==> config.mk <==
export PLATFORM = sky130hd
export DESIGN_NAME = ns_rr_arb_slice
export DESIGN_NICKNAME = d
export VERILOG_FILES = /design/src/rtl/ns_arb_pkg.sv /design/src/rtl/ns_mux1h.sv /design/src/rtl/ns_rr_arb_slice.sv
export SDC_FILE = /design/constraint.sdc
export NUM_CORES = 1
export LEC_CHECK = 0
export BUFFER_PORTS_ARGS = -buffer_cell sky130_fd_sc_hd__buf_2
export CAP_MARGIN = 20
export CORE_MARGIN = 3
export CORE_UTILIZATION = 40
export DETAILED_ROUTE_END_ITERATION = 6
export GPL_TIMING_DRIVEN = 0
export PLACE_DENSITY = 0.64
export SLEW_MARGIN = 20
export SYNTH_ARGS = -nofsm -noshare
export SYNTH_HDL_FRONTEND = slang
export SYNTH_SLANG_ARGS = --single-unit
==> constraint.sdc <==
create_clock -name clk -period 3.6 [get_ports clk]
set_input_delay 0.36 -clock clk [delete_from_list [all_inputs] [get_ports clk]]
set_output_delay 0.36 -clock clk [all_outputs]
set_load 0.1 [all_outputs]
==> src/rtl/ns_arb_pkg.sv <==
// Shared helpers for the ns arbiter slice:
// index width, one-hot decode and round-robin pick.
package ns_arb_pkg;

  localparam int NS_MAX = 64;
  localparam int NS_IW  = 6;

  function automatic int ns_idx_w(input int n);
    return (n > 1) ? $clog2(n) : 1;
  endfunction

  function automatic logic [NS_IW-1:0] ns_oh2idx(
    input logic [NS_MAX-1:0] oh
  );
    logic [NS_IW-1:0] idx;
    idx = '0;
    for (int i = 0; i < NS_MAX; i++)
      if (oh[i]) idx = idx | NS_IW'(i);
    return idx;
  endfunction

  // Search upward from ptr+1, wrapping modulo n; first set bit wins.
  function automatic logic [NS_MAX-1:0] ns_rr_pick(
    input logic [NS_MAX-1:0] req,
    input int unsigned       ptr,
    input int unsigned       n
  );
    logic [NS_MAX-1:0] g;
    logic [NS_IW-1:0]  idx;
    logic              found;
    g     = '0;
    found = 1'b0;
    for (int unsigned k = 1; k <= NS_MAX; k++) begin
      if (k <= n) begin
        idx = NS_IW'((ptr + k) % n);
        if (!found && req[idx]) begin
          g[idx] = 1'b1;
          found  = 1'b1;
        end
      end
    end
    return g;
  endfunction

endpackage

==> src/rtl/ns_mux1h.sv <==
// One-hot multiplexer: OR of the selected inputs.
// An all-zero select yields zero.
module ns_mux1h #(
  parameter int DATA_WIDTH = 3,
  parameter int SEL_WIDTH  = 8
) (
  input  logic [DATA_WIDTH-1:0] data [SEL_WIDTH],
  input  logic [SEL_WIDTH-1:0]  sel,
  output logic [DATA_WIDTH-1:0] y
);

  always_comb begin
    y = '0;
    for (int i = 0; i < SEL_WIDTH; i++)
      if (sel[i]) y = y | data[i];
  end

endmodule

==> src/rtl/ns_rr_arb_slice.sv <==
// Round-robin arbiter feeding a registered
// valid/ready output slice.
module ns_rr_arb_slice
  import ns_arb_pkg::*;
#(
  parameter int REQ_NUM    = 8,
  parameter int DATA_WIDTH = 3,
  localparam int SRC_W     = ns_idx_w(REQ_NUM)
) (
  input  logic                  clk,
  input  logic                  rst,
  input  logic [REQ_NUM-1:0]    req_vld,
  input  logic [DATA_WIDTH-1:0] req_data [REQ_NUM],
  output logic [REQ_NUM-1:0]    req_rdy,
  output logic [REQ_NUM-1:0]    grant_oh,
  output logic                  out_vld,
  output logic [DATA_WIDTH-1:0] out_data,
  output logic [SRC_W-1:0]      out_src,
  input  logic                  out_rdy
);

  logic [SRC_W-1:0]      last_ptr;
  logic [NS_MAX-1:0]     pick;
  logic [SRC_W-1:0]      win_idx;
  logic [DATA_WIDTH-1:0] win_data;
  logic                  load_en;
  logic                  any_req;

  always_comb begin
    pick     = ns_rr_pick(NS_MAX'(req_vld),
                          32'(last_ptr),
                          REQ_NUM);
    grant_oh = pick[REQ_NUM-1:0];
    win_idx  = SRC_W'(ns_oh2idx(pick));
    any_req  = |grant_oh;
    load_en  = !out_vld || out_rdy;
    req_rdy  = grant_oh & {REQ_NUM{load_en}};
  end

  ns_mux1h #(
    .DATA_WIDTH(DATA_WIDTH),
    .SEL_WIDTH (REQ_NUM)
  ) u_mux (
    .data(req_data),
    .sel (grant_oh),
    .y   (win_data)
  );

  // Pointer moves only on accepted transfers, so a stalled
  // grant keeps its priority.
  always_ff @(posedge clk or posedge rst) begin
    if (rst) begin
      out_vld  <= 1'b0;
      out_data <= '0;
      out_src  <= '0;
      last_ptr <= SRC_W'(REQ_NUM - 1);
    end else if (load_en) begin
      if (any_req) begin
        out_vld  <= 1'b1;
        out_data <= win_data;
        out_src  <= win_idx;
        last_ptr <= win_idx;
      end else begin
        out_vld  <= 1'b0;
      end
    end
  end

endmodule
# Word-level counts from Yosys, hierarchy flattened
# Index checks and enable logic that the tools add are counted.
# totals
word_cells,192
register_bits,10
# classes
add_sub_neg,8
n_bitwise,15
eq_ne,1
magnitude_cmp,16
reduce_logical,26
n_mux,122
# ops
cell,count
two-way mux 64 bit,6
OR 64 x 8 -> 64 bit,6
two-way mux 6 bit,16
two-way mux 5 bit,16
two-way mux 3 bit,24
< comparator 3 x 7 -> 1 bit (second input constant),8
two-way mux 4 bit,8
two-way mux 1 bit,28
binary-select mux 1 bit (select 3 bit),8
demux 1 bit (select 3 bit),8
greater-or-equal comparator 3 x 1 -> 1 bit (second input constant),8
OR 3 bit,7
two-way mux 8 bit,2
logical AND 1 bit,15
adder 3 bit (second input constant),4
two-way mux 2 bit,6
AND 8 bit,1
zero test 1 bit,8
OR 8 bit,1
OR reduction 8 bit,1
adder 3 x 1 -> 3 bit (second input constant),2
adder 3 x 2 -> 3 bit (second input constant),2
inequality test 2 x 1 -> 1 bit (second input constant),1
AND reduction 2 bit,1
logical OR 1 bit,1

# Longest topological paths before layout
# Gate-level depths: netlist (run 1).
# depth
depth_word,88
mapped_depth,16
mapped_depth_nobuf,11

# Hierarchy
# From an unflattened synthesis (run 1), not the netlist that was laid out.
# unflattened
cells_unflattened,191
area_unflattened_um2,1730.4
# modules_own_cells
module,instances,area_each_um2,cells_each
ns_rr_arb_slice,1,1621.6,176
ns_mux1h,1,108.9,15

# Least setup slack after synthesis (run 1)
# Ideal clock, no wire load.
# synth_path
kind,reg2out
start,reg last_ptr[0]
end,out req_rdy[3]
t_required_ns,3.240
n_path_buf,3
arrival_ns,4.814
path_stages_with_launch,13
slack_ns,-1.574
path_cell_list,dfstp_2 buf_6 bufinv_8 clkbuf_1 ha_1 buf_6 mux2i_1 mux2i_1 o221ai_2 nand2_2 o41a_1 a32oi_2 and2_1
# synth_via
elab_chain_cells,26
# synth_lines
item,line,source
start: declaration,ns_rr_arb_slice.sv:22,logic [SRC_W-1:0] last_ptr;
start signal: assignment,ns_rr_arb_slice.sv:56,last_ptr <= SRC_W'(REQ_NUM - 1);
start signal: assignment,ns_rr_arb_slice.sv:62,last_ptr <= win_idx;
"parallel branches: the longest is 24 deep, another holds < comparator 3 x 7 -> 1 bit",--,
two-way mux 64 bit *,ns_arb_pkg.sv:36,if (!found && req[idx]) begin
net grant_oh[3],ns_rr_arb_slice.sv:15,"output logic [REQ_NUM-1:0] grant_oh,"
AND 8 bit *,ns_rr_arb_slice.sv:37,req_rdy = grant_oh & {REQ_NUM{load_en}};
end: declaration,ns_rr_arb_slice.sv:14,"output logic [REQ_NUM-1:0] req_rdy,"
# Mark *: on every way through the listed nets, which the timed path passes. The select of a mux whose other input is x is not followed.

# Worst setup path after layout (run 1)
# layout_path
start,reg last_ptr[1]
end,out req_rdy[3]
# layout_via
elab_chain_cells,26
# layout_lines
item,line
"parallel branches: the longest is 24 deep, another holds < comparator 3 x 7 -> 1 bit",--
two-way mux 64 bit *,ns_arb_pkg.sv:36
AND 8 bit *,ns_rr_arb_slice.sv:37
# Mark *: on every way between the ends. The select of a mux whose other input is x is not followed.

==> results.md, run 1 <==
- Synth warn: 0
- Clock Tree Root: clkbuf_8
- Cell row count: 24
- Initial Utilization: 0.4294
- Worst Path Buf+Inv: 4
- Post-detail-place hpwl: ~5000 um
- Hold buffers post-CTS: 0
- Post-synthesis cell count: roughly 220
- Layout area overhead: 78.01%
- DR WL/cell: 21.60 um
- Core area: roughly 0.0045 sq mm
- Vias per cell: 6.749
- Die Wd: approximately 76 um
- Total wire length: between 8000 and 9000 um
- GRT Total Usage: 0.2533
- FMAX: 258.3 MHz
- Hold Vio Cnt, Final: 0
- Initial antenna violation count: 0
- Post-synth EDFFs: 0
- Final hold slack: approximately 86 ps
- Startpoint types: flip-flop
- CP arrival: 3510 ps
- Clk buf depth: 2
- Worst slew margin: 0.5993
- GPL Wtd Cong: about 0.93
- Vias in the first global route: roughly 2.2k
- Most frequent cells in the layout: buf_4 (49), buf_2 (41), buf_12 (16), nand3_1 (16), buf_6 (15)
- Antenna diodes: 0
- Cell Chain, Critical Path: buf_6 > clkinvlp_4 > buf_6 > ha_4 > mux4_2 > mux2i_2 > and3_1 > nand3_4 > o21ba_2 > a32oi_4 > and2_4 > buf_12
- Share of the yosys chip area belonging to registers: 0.1313
- Ports: 58
- Final Cycle Share: 1.076
- Final Net Count: between 300 and 400
- Slowest CP cell: dfstp_2
- Post-synthesis cell type count: ~70
- Worst Hold Class: input pin to asynchronous set/reset pin
- Setup Skew: 5.536 ps
- Die H: roughly 76 um
- Setup WS post-layout: -271.9 ps
- Routed Antenna Nets: 0
- Largest net degree at the start of global routing: 11
- Clock Sinks: 10
- Die area: 0.005706 sq mm
- DR iter-0 viols: between 400 and 500
- Max_cap viols: 0
- Syn nets: approximately 260
- Inserted Clock Buffers: 3
- Fin util: 0.7644
- Worst Tran Pin Value: around 600 ps
- Crit Path Class: flip-flop to output port
- Asr flop ratio synth: 1.000
- Yosys reg bits: 10
- Largest cells by area after synthesis: mux4_2 (10%), dfrtp_1 (9.1%), nand3_1 (4.9%), mux2i_1 (4.7%), dfstp_2 (4.1%)
- CTS tree: yes
- Top Family by Delay on Critical Path: multiplexers
- Most common cell after layout, fill and taps aside: buf_4
- Global-route wire length before repair: 11340 um
- Syn Area/Cell: roughly 9 sq um
- Top-area cell type share of the netlist area: 0.1048
- Mapped Area: 0.001934 sq mm
- Share of layout cells above drive strength 1: 0.6317
- Largest area contributor in the netlist: mux4_2
- Slew Limit Fails: 0
- Finished Cell Area: 0.003443 sq mm
- Fillcell total: 280
- Grt ovf: 0
- Number of I/O port buffers: between 50 and 60
- Drt pass-1 iters: 7
- # DRC: 6
- Final min period: slightly below 4000 ps
- Required @ worst endpoint: 3240 ps
- Main synth FF type: dfrtp_1
- Status: complete, but fails checks
- Setup violators final: 23
- Slowest cell delay on critical path: approximately 540 ps
- Worst path most repeated cell: buf_6
- H-tree depth: 1
- Vias post-DR: around 2.6k
- Reg clk slew, reported paths: roughly 50 ps
- CP endpoint kind: output port
- Clock latency on the worst-skew pair: around 230 ps
- RSZ-0062 raised after global routing: true
- Failing checks: DRC, setup timing
- Crit-path max FO: 6
- Placed cell area: ~0.0024 sq mm
-- area by class of cell --
cell class	count	area [sq um]	share of cell area
multi-input cells	184	1893	0.5498
well taps	52	65.06	0.01890
flip-flops and latches	10	254.0	0.07376
plain buffers	10	125.1	0.03634
repair buffers	118	1015	0.2947
clock buffers	4	45.04	0.01308
inverters	8	46.29	0.01344
-- registers in the layout, indices dropped and copies added (netlist names) --
| name | flops |
|---|---|
| out_src | 3 |
| last_ptr | 3 |
| out_data | 3 |
| out_vld | 1 |
-- layer usage --
| metal | global-route usage | up-vias | wire length (um) |
|---|---|---|---|
| li1 | - | 1113 | - |
| met1 | 0.3681 | 1248 | 3171 |
| met2 | 0.3778 | 191 | 4088 |
| met3 | 0.04749 | 53 | 764 |
| met4 | 0.08350 | 0 | 311 |
| met5 | 0 | - | 0 |
-- worst reg2reg max path, cell delays in order (launching register included) --
cell and delay, ps:
dfstp_2 540, buf_6 110, clkinvlp_4 120, ha_4 310
buf_12 130, buf_4 120, buf_8 90, mux4_2 540
nand4_1 150, buf_4 120, o21a_1 130, nor2_1 50
a311o_2 440, nor4_4 360, a21oi_4 140, mux2_4 320
-- logic make-up after synthesis --
kind of cell | Yosys count | share of synthesized area
compound gates | 59 | 0.2413
xor+xnor | 4 | 0.02200
fa+ha+maj | 6 | 0.03881
buf+inv | 22 | 0.08667
flops | 10 | 0.1313
mux | 25 | 0.2089
simple gates | 90 | 0.2710
-- cell usage after synthesis (all sizes together) (3+ instances only) --
master	n
a41oi	3
buf	10
dfstp	3
and2	7
nor3	8
a21o	4
mux2i	11
a32oi	3
mux2	5
o22ai	4
ha	6
mux4	9
nand4	10
nor4	4
a21oi	7
a22oi	4
inv	7
o21ai	8
nand2	12
clkbuf	3
a31oi	9
dfrtp	7
nand3	20
a222oi	6
nor2	13
-- stage by stage --
step / setup TNS, ps / std cells / worst slack (ps)
2_1_floorplan: -4387 / 216 / -535.1
3_3_place_gp: -8294 / 325 / -560.0
3_5_place_dp: -7316 / 325 / -501.9
4_1_cts: -2224 / 355 / -210.2
5_1_grt: -5607 / 386 / -371.2
6_report: -2891 / 386 / -271.9
-- what timing repair did --
action / 4_1_cts / 5_1_grt
pin swaps: 18 / 19
buffers inserted: 27 / 34
resized for setup: 85 / 46
setup endpoints to repair: 26 / 26
-- final timing paths --
check,end,from,slack (ps),depth (start not counted)
setup / recovery,req_rdy[3],last_ptr[1]$_DFFE_PP1P_,-270,12
hold / removal,out_src[1]$_DFFE_PP0P_,rst,90,2
setup reg to reg,out_data[2]$_DFFE_PP0P_,last_ptr[1]$_DFFE_PP1P_,-170,15
hold reg to reg,out_src[1]$_DFFE_PP0P_,out_src[1]$_DFFE_PP0P_,480,1
max in group asynchronous,last_ptr[0]$_DFFE_PP1P_,rst,3200,2
min in group clk,out_src[1]$_DFFE_PP0P_,out_src[1]$_DFFE_PP0P_,480,1
Power of run 1 is not shown: default switching activity piles up to over one toggle a cycle in this logic, so the estimate is an artifact.
==> inputs of run 2 (changes only) <==
--- a/config.mk
+++ b/config.mk
@@ -8,10 +8,10 @@
 export BUFFER_PORTS_ARGS = -buffer_cell sky130_fd_sc_hd__buf_2
 export CAP_MARGIN = 20
 export CORE_MARGIN = 3
-export CORE_UTILIZATION = 40
+export CORE_UTILIZATION = 50
 export DETAILED_ROUTE_END_ITERATION = 6
 export GPL_TIMING_DRIVEN = 0
-export PLACE_DENSITY = 0.64
+export PLACE_DENSITY = 0.78
 export SLEW_MARGIN = 20
 export SYNTH_ARGS = -nofsm -noshare
 export SYNTH_HDL_FRONTEND = slang
==> constraint.sdc (replaced) <==
create_clock -name clk -period 4.4 [get_ports clk]
set_input_delay 0.44 -clock clk [delete_from_list [all_inputs] [get_ports clk]]
set_output_delay 0.44 -clock clk [all_outputs]
set_load 0.1 [all_outputs]
==> results.md, run 2 (synthesis results as in run 1) <==
- Clk buf depth: 2 (unchanged)
- Antenna diodes: 0 (unchanged)
- Crit Path Class: flip-flop to output port
- Clock Tree Root: clkbuf_8
- CP arrival: 3740 ps (+230 ps)
- Met1 track demand over resource: 0.4260 (+0.05789)
- Required @ worst endpoint: 3960 ps (+720 ps)
- Clock Sinks: 10 (unchanged)
- Largest net degree at the start of global routing: 11 (unchanged)
- Setup violators final: 0 (-100%)
- Most common cell after layout, fill and taps aside: buf_2
- Drt pass-1 iters: 7 (unchanged)
- Core area: 0.003521 sq mm (-22%)
- # DRC: 8 (+2)
- Ports: 58 (unchanged)
- CP endpoint kind: output port
- Vias in the first global route: 1914 (-14%)
- Hold buffers post-CTS: 0 (unchanged)
- Final hold slack: 160.2 ps (+74.23 ps)
- Post-detail-place hpwl: 4680 um (-4.7%)
- Busiest grt layer: met1
- Reg clk slew, reported paths: 50 ps (about the same)
- Worst Tran Pin Value: 647.1 ps (+51.58 ps)
- Initial antenna violation count: 0 (unchanged)
- H-tree depth: 1 (unchanged)
- Die H: 68.20 um (-9.7%)
- Crit-path max FO: 18 (+12)
- Final Cycle Share: 0.9492
- Share of layout cells above drive strength 1: 0.4610 (-0.1707)
- Startpoint types: flip-flop
- Hold Vio Cnt, Final: 0 (unchanged)
- Total wire length: 6282 um (-25%)
- M3 GR Usage: 0.04105 (-0.006443)
- Number of I/O port buffers: 57 (unchanged)
- Status: complete, but fails checks
- GRT Total Usage: 0.2719 (+0.01863)
- Setup Skew: 4.675 ps (-0.8615 ps)
- Die Wd: 68.20 um (-9.7%)
- DR WL/cell: 19.15 um (-11%)
- DR iter-0 viols: 274 (-43%)
- Clock latency on the worst-skew pair: 240 ps (about the same)
- Final Net Count: 324 (-14%)
- Routed Antenna Nets: 0 (unchanged)
- Worst slew margin: 0.5655 (-0.03382)
- Largest registers: last_ptr x3, out_data x3, out_src x3
- Die area: 0.004651 sq mm (-18%)
- CTS tree: yes
- Final min period: roughly 4200 ps
- Layout area overhead: 31.69%
- GPL Wtd Cong: 0.9843 (+6.1%)
- Cell row count: 21 (-13%)
- Most frequent cells in the layout: buf_2 (44), nand3_1 (18), buf_4 (14)
- Met2 Use GR: 0.3923 (+0.01454)
- Grt ovf: 0 (unchanged)
- Initial Utilization: 0.5494 (+0.1200)
- Failing checks: DRC
- Slew Limit Fails: 0 (unchanged)
- Worst Hold Class: input pin to asynchronous set/reset pin
- Inserted Clock Buffers: 3 (unchanged)
- Max_cap viols: 0 (unchanged)
- Vias post-DR: 2196 (-16%)
- Global-route wire length before repair: 9694 um (-15%)
- FMAX: around 240 MHz
- RSZ-0062 raised after global routing: false
- Vias per cell: 6.695 (-0.79%)
## run 2: changes by cell type in the layout (fill, tap and decap cells not counted), moves of 4 or more
cell / change
mux2i_4: -4
buf_6: -7
buf_4: -35
and2_4: -6
clkbuf_4: +4
buf_12: -15
and2_1: +4
## run 2: area by class of cell
class	count	area [sq um]
Timing Repair Buffer	63	386.6
Fill cell	278	973.4
Clock buffer	4	55.05
Sequential cell	10	254.0
Buffer	13	123.9
Tap cell	46	57.56
Inverter	8	43.79
Multi-Input combinational cell	184	1627
## run 2: final timing paths
kind	startpoint	end	slack, ps	cells after the start
worst max-delay path	last_ptr[0]$_DFFE_PP1P_	req_rdy[6]	220	12
worst min-delay path	rst	out_src[2]$_DFFE_PP0P_	160	2
worst max register to register	last_ptr[0]$_DFFE_PP1P_	out_data[0]$_DFFE_PP0P_	300	14
worst min register to register	out_src[1]$_DFFE_PP0P_	out_src[1]$_DFFE_PP0P_	490	1
max in group asynchronous	rst	last_ptr[0]$_DFFE_PP1P_	3930	2
min in group clk	out_src[1]$_DFFE_PP0P_	out_src[1]$_DFFE_PP0P_	490	1
## run 2: critical path, stage by stage (launching register included)
cell and delay [ps]:
dfstp_2 550, buf_8 150, bufinv_8 240, ha_4 280, buf_6 150, mux4_2 450
mux2_4 360, or4_1 420, a32oi_1 220, or3_2 170, buf_6 130, and2_1 190
buf_12 190
## run 2: metrics by stage
stage | instances | worst slack [ps] | utilization | setup TNS (ps) | instance area, sq um
2_1_floorplan | 216 | -124.9 | - | -124.9 | 1974
3_3_place_gp | 319 | -19.63 | 0.6581 | -19.96 | 2317
3_5_place_dp | 319 | -30.27 | 0.6581 | -30.28 | 2317
4_1_cts | 325 | 10.95 | 0.6962 | 0 | 2451
5_1_grt | 328 | 157.9 | 0.7235 | 0 | 2547
6_report | 328 | 223.5 | 0.7235 | 0 | 2547
## run 2: what timing repair did
item | in CTS | in global routing
setup endpoints to repair | 13 | 22
hold endpoints to repair | 0 | 0
pin swaps | 2 | 4
setup buffers | 2 | 4
gates resized for setup | 15 | 17
## run 2: metal layers
layer  wire length [um]  part of all wire
met5                  0                 0
met4                108             0.017
met3                599             0.095
met2               2977              0.47
met1               2597              0.41
Power of run 2 is left out for the same reason.
==> inputs of run 3 (changes only) <==
--- a/config.mk
+++ b/config.mk
@@ -8,10 +8,10 @@
 export BUFFER_PORTS_ARGS = -buffer_cell sky130_fd_sc_hd__buf_2
 export CAP_MARGIN = 20
 export CORE_MARGIN = 3
-export CORE_UTILIZATION = 50
+export CORE_UTILIZATION = 53
 export DETAILED_ROUTE_END_ITERATION = 6
 export GPL_TIMING_DRIVEN = 0
-export PLACE_DENSITY = 0.78
+export PLACE_DENSITY = 0.82
 export SLEW_MARGIN = 20
 export SYNTH_ARGS = -nofsm -noshare
 export SYNTH_HDL_FRONTEND = slang
==> constraint.sdc (replaced) <==
create_clock -name clk -period 4.4 [get_ports clk]
set_input_delay 0.66 -clock clk [delete_from_list [all_inputs] [get_ports clk]]
set_output_delay 0.66 -clock clk [all_outputs]
set_load 0.05 [all_outputs]
==> results.md, run 3 (synthesis results as in run 1) <==
- Status: complete, but fails checks
- Failing checks: DRC
- Final Cycle Share: 0.9813 (+0.03207)
- Drt pass-1 iters: 7 (unchanged)
- Largest registers: last_ptr x3, out_data x3, out_src x3
- DR iter-0 viols: 284 (+3.6%)
- Placed cell area: 0.002305 sq mm (-0.54%)
- Setup violators final: 0 (unchanged)
- Startpoint types: flip-flop
- Crit Path Class: flip-flop to output port
- CP arrival: 3660 ps (-80 ps)
- Post-detail-place hpwl: 4684 um (about the same)
- Crit-path max FO: 10 (-8)
- Die Wd: 66.41 um (-2.6%)
- Total wire length: 6846 um (+9.0%)
- Worst Hold Class: input pin to asynchronous set/reset pin
- Hold buffers post-CTS: 0 (unchanged)
- Number of I/O port buffers: 57 (unchanged)
- Cell row count: 21 (unchanged)
- Fillcell total: 238 (-14%)
- Core area: 0.003416 sq mm (-3.0%)
- Largest net degree at the start of global routing: 11 (unchanged)
- Clk buf depth: 2 (unchanged)
- Share of layout cells above drive strength 1: 0.4881 (+0.02714)
- Layout area overhead: 36.22%
- CTS tree: yes
- Hold Vio Cnt, Final: 0 (unchanged)
- H-tree depth: 1 (unchanged)
- GRT Total Usage: 0.3032 (+0.03129)
- Clock latency on the worst-skew pair: 260 ps (+20 ps)
- Setup TNS: 0 ps (unchanged)
- Antenna diodes: 0 (unchanged)
- DR WL/cell: 20.08 um (+4.8%)
- Ports: 58 (unchanged)
- Most common cell after layout, fill and taps aside: buf_2
- Die area: 0.004410 sq mm (-5.2%)
- Setup Skew: 4.155 ps (-0.5201 ps)
- Clock Tree Root: clkbuf_4
- Initial Utilization: 0.5663 (+0.01690)
- Final Net Count: 337 (+4.0%)
- Area occupied by multi-input gates: 0.001644 sq mm (+1.1%)
- Initial antenna violation count: 0 (unchanged)
- Grt ovf: 0 (unchanged)
- Inserted Clock Buffers: 3 (unchanged)
- Die H: 66.41 um (-2.6%)
- Vias post-DR: 2340 (+6.6%)
- CP endpoint kind: output port
- Vias in the first global route: 2026 (+5.9%)
- Most frequent cells in the layout: buf_2 (47), buf_4 (26), nand3_1 (18)
- Clock Sinks: 10 (unchanged)
- GPL Wtd Cong: 0.9527 (-3.2%)
- Worst slew margin: 0.5539 (-0.01160)
- Final min period: 4318 ps (+141.1 ps)
- Finished Cell Area: 0.002635 sq mm (+3.4%)
- Slew Limit Fails: 0 (unchanged)
- Max_cap viols: 0 (unchanged)
- Vias per cell: 6.862 (+2.5%)
- Register area: 254.0 sq um (unchanged)
- Worst Tran Pin Value: 664.4 ps (+17.27 ps)
- Required @ worst endpoint: 3740 ps (-220 ps)
- # DRC: 1 (-7)
- Final hold slack: 347.3 ps (+187.1 ps)
- Global-route wire length before repair: 10330 um (+6.6%)
- FMAX: 231.6 MHz (-3.3%)
- Routed Antenna Nets: 0 (unchanged)
- Reg clk slew, reported paths: 60 ps (about the same)
[run 3: cell types whose count changed in the layout (fill, tap and decap cells not counted), sizes merged]
| cell | change |
|---|---|
| clkbuf | -2 |
| buf | +15 |
[run 3: cell type report]
class | instances | share of cell area
Tap cell | 46 | 0.02184
Multi-Input combinational cell | 184 | 0.6239
Clock buffer | 4 | 0.01377
Buffer | 13 | 0.04986
Timing Repair Buffer | 76 | 0.1776
Sequential cell | 10 | 0.09639
Inverter | 8 | 0.01662
[run 3: worst paths after layout]
path,startpoint,endpoint,slack (ps),cells after the start
hold reg to reg,out_src[1]$_DFFE_PP0P_,out_src[1]$_DFFE_PP0P_,480,1
min in group clk,out_src[1]$_DFFE_PP0P_,out_src[1]$_DFFE_PP0P_,480,1
setup / recovery,last_ptr[0]$_DFFE_PP1P_,req_rdy[7],80,16
setup reg to reg,last_ptr[0]$_DFFE_PP1P_,out_data[1]$_DFFE_PP0P_,130,17
max in group asynchronous,rst,last_ptr[0]$_DFFE_PP1P_,3750,2
hold / removal,rst,out_vld$_DFFE_PP0P_,350,2
[run 3: stage by stage]
| stage | utilization | setup WS, ps | std cells |
|---|---|---|---|
| 3_3_place_gp | 0.6747 | -429.9 | 319 |
| 4_1_cts | 0.7363 | 3.224 | 335 |
| 2_1_floorplan | - | -13.97 | 216 |
| 5_1_grt | 0.7714 | -20.70 | 341 |
| 3_5_place_dp | 0.6747 | -384.5 | 319 |
| 6_report | 0.7714 | 82.37 | 341 |
[run 3: what timing repair did]
action / in CTS / in global routing
gates resized for setup: 19 / 19
endpoints found under the setup margin: 21 / 18
pin swaps: 4 / 5
buffers inserted: 12 / 7
[run 3: critical path, cell delays in order, from the launching register on]
cell	delay [ps]
dfstp_2	550
buf_8	100
bufinv_8	200
buf_8	150
ha_4	270
buf_8	140
mux2i_4	280
mux2i_2	130
o221ai_4	300
buf_6	160
nand4b_1	130
buf_4	180
nor3_1	120
or3_1	140
buf_4	170
and2_1	140
clkbuf_4	230
[run 3: metal layers]
layer | global-route usage | part of all wire | wire length [um] | up-vias
met2 | 0.4436 | 0.47 | 3232 | 185
met5 | 0 | 0 | 0 | -
li1 | - | - | - | 1031
met4 | 0.1015 | 0.026 | 179 | 0
met3 | 0.06122 | 0.11 | 723 | 28
met1 | 0.4405 | 0.40 | 2711 | 1096
Power of run 3 is left out for the same reason.
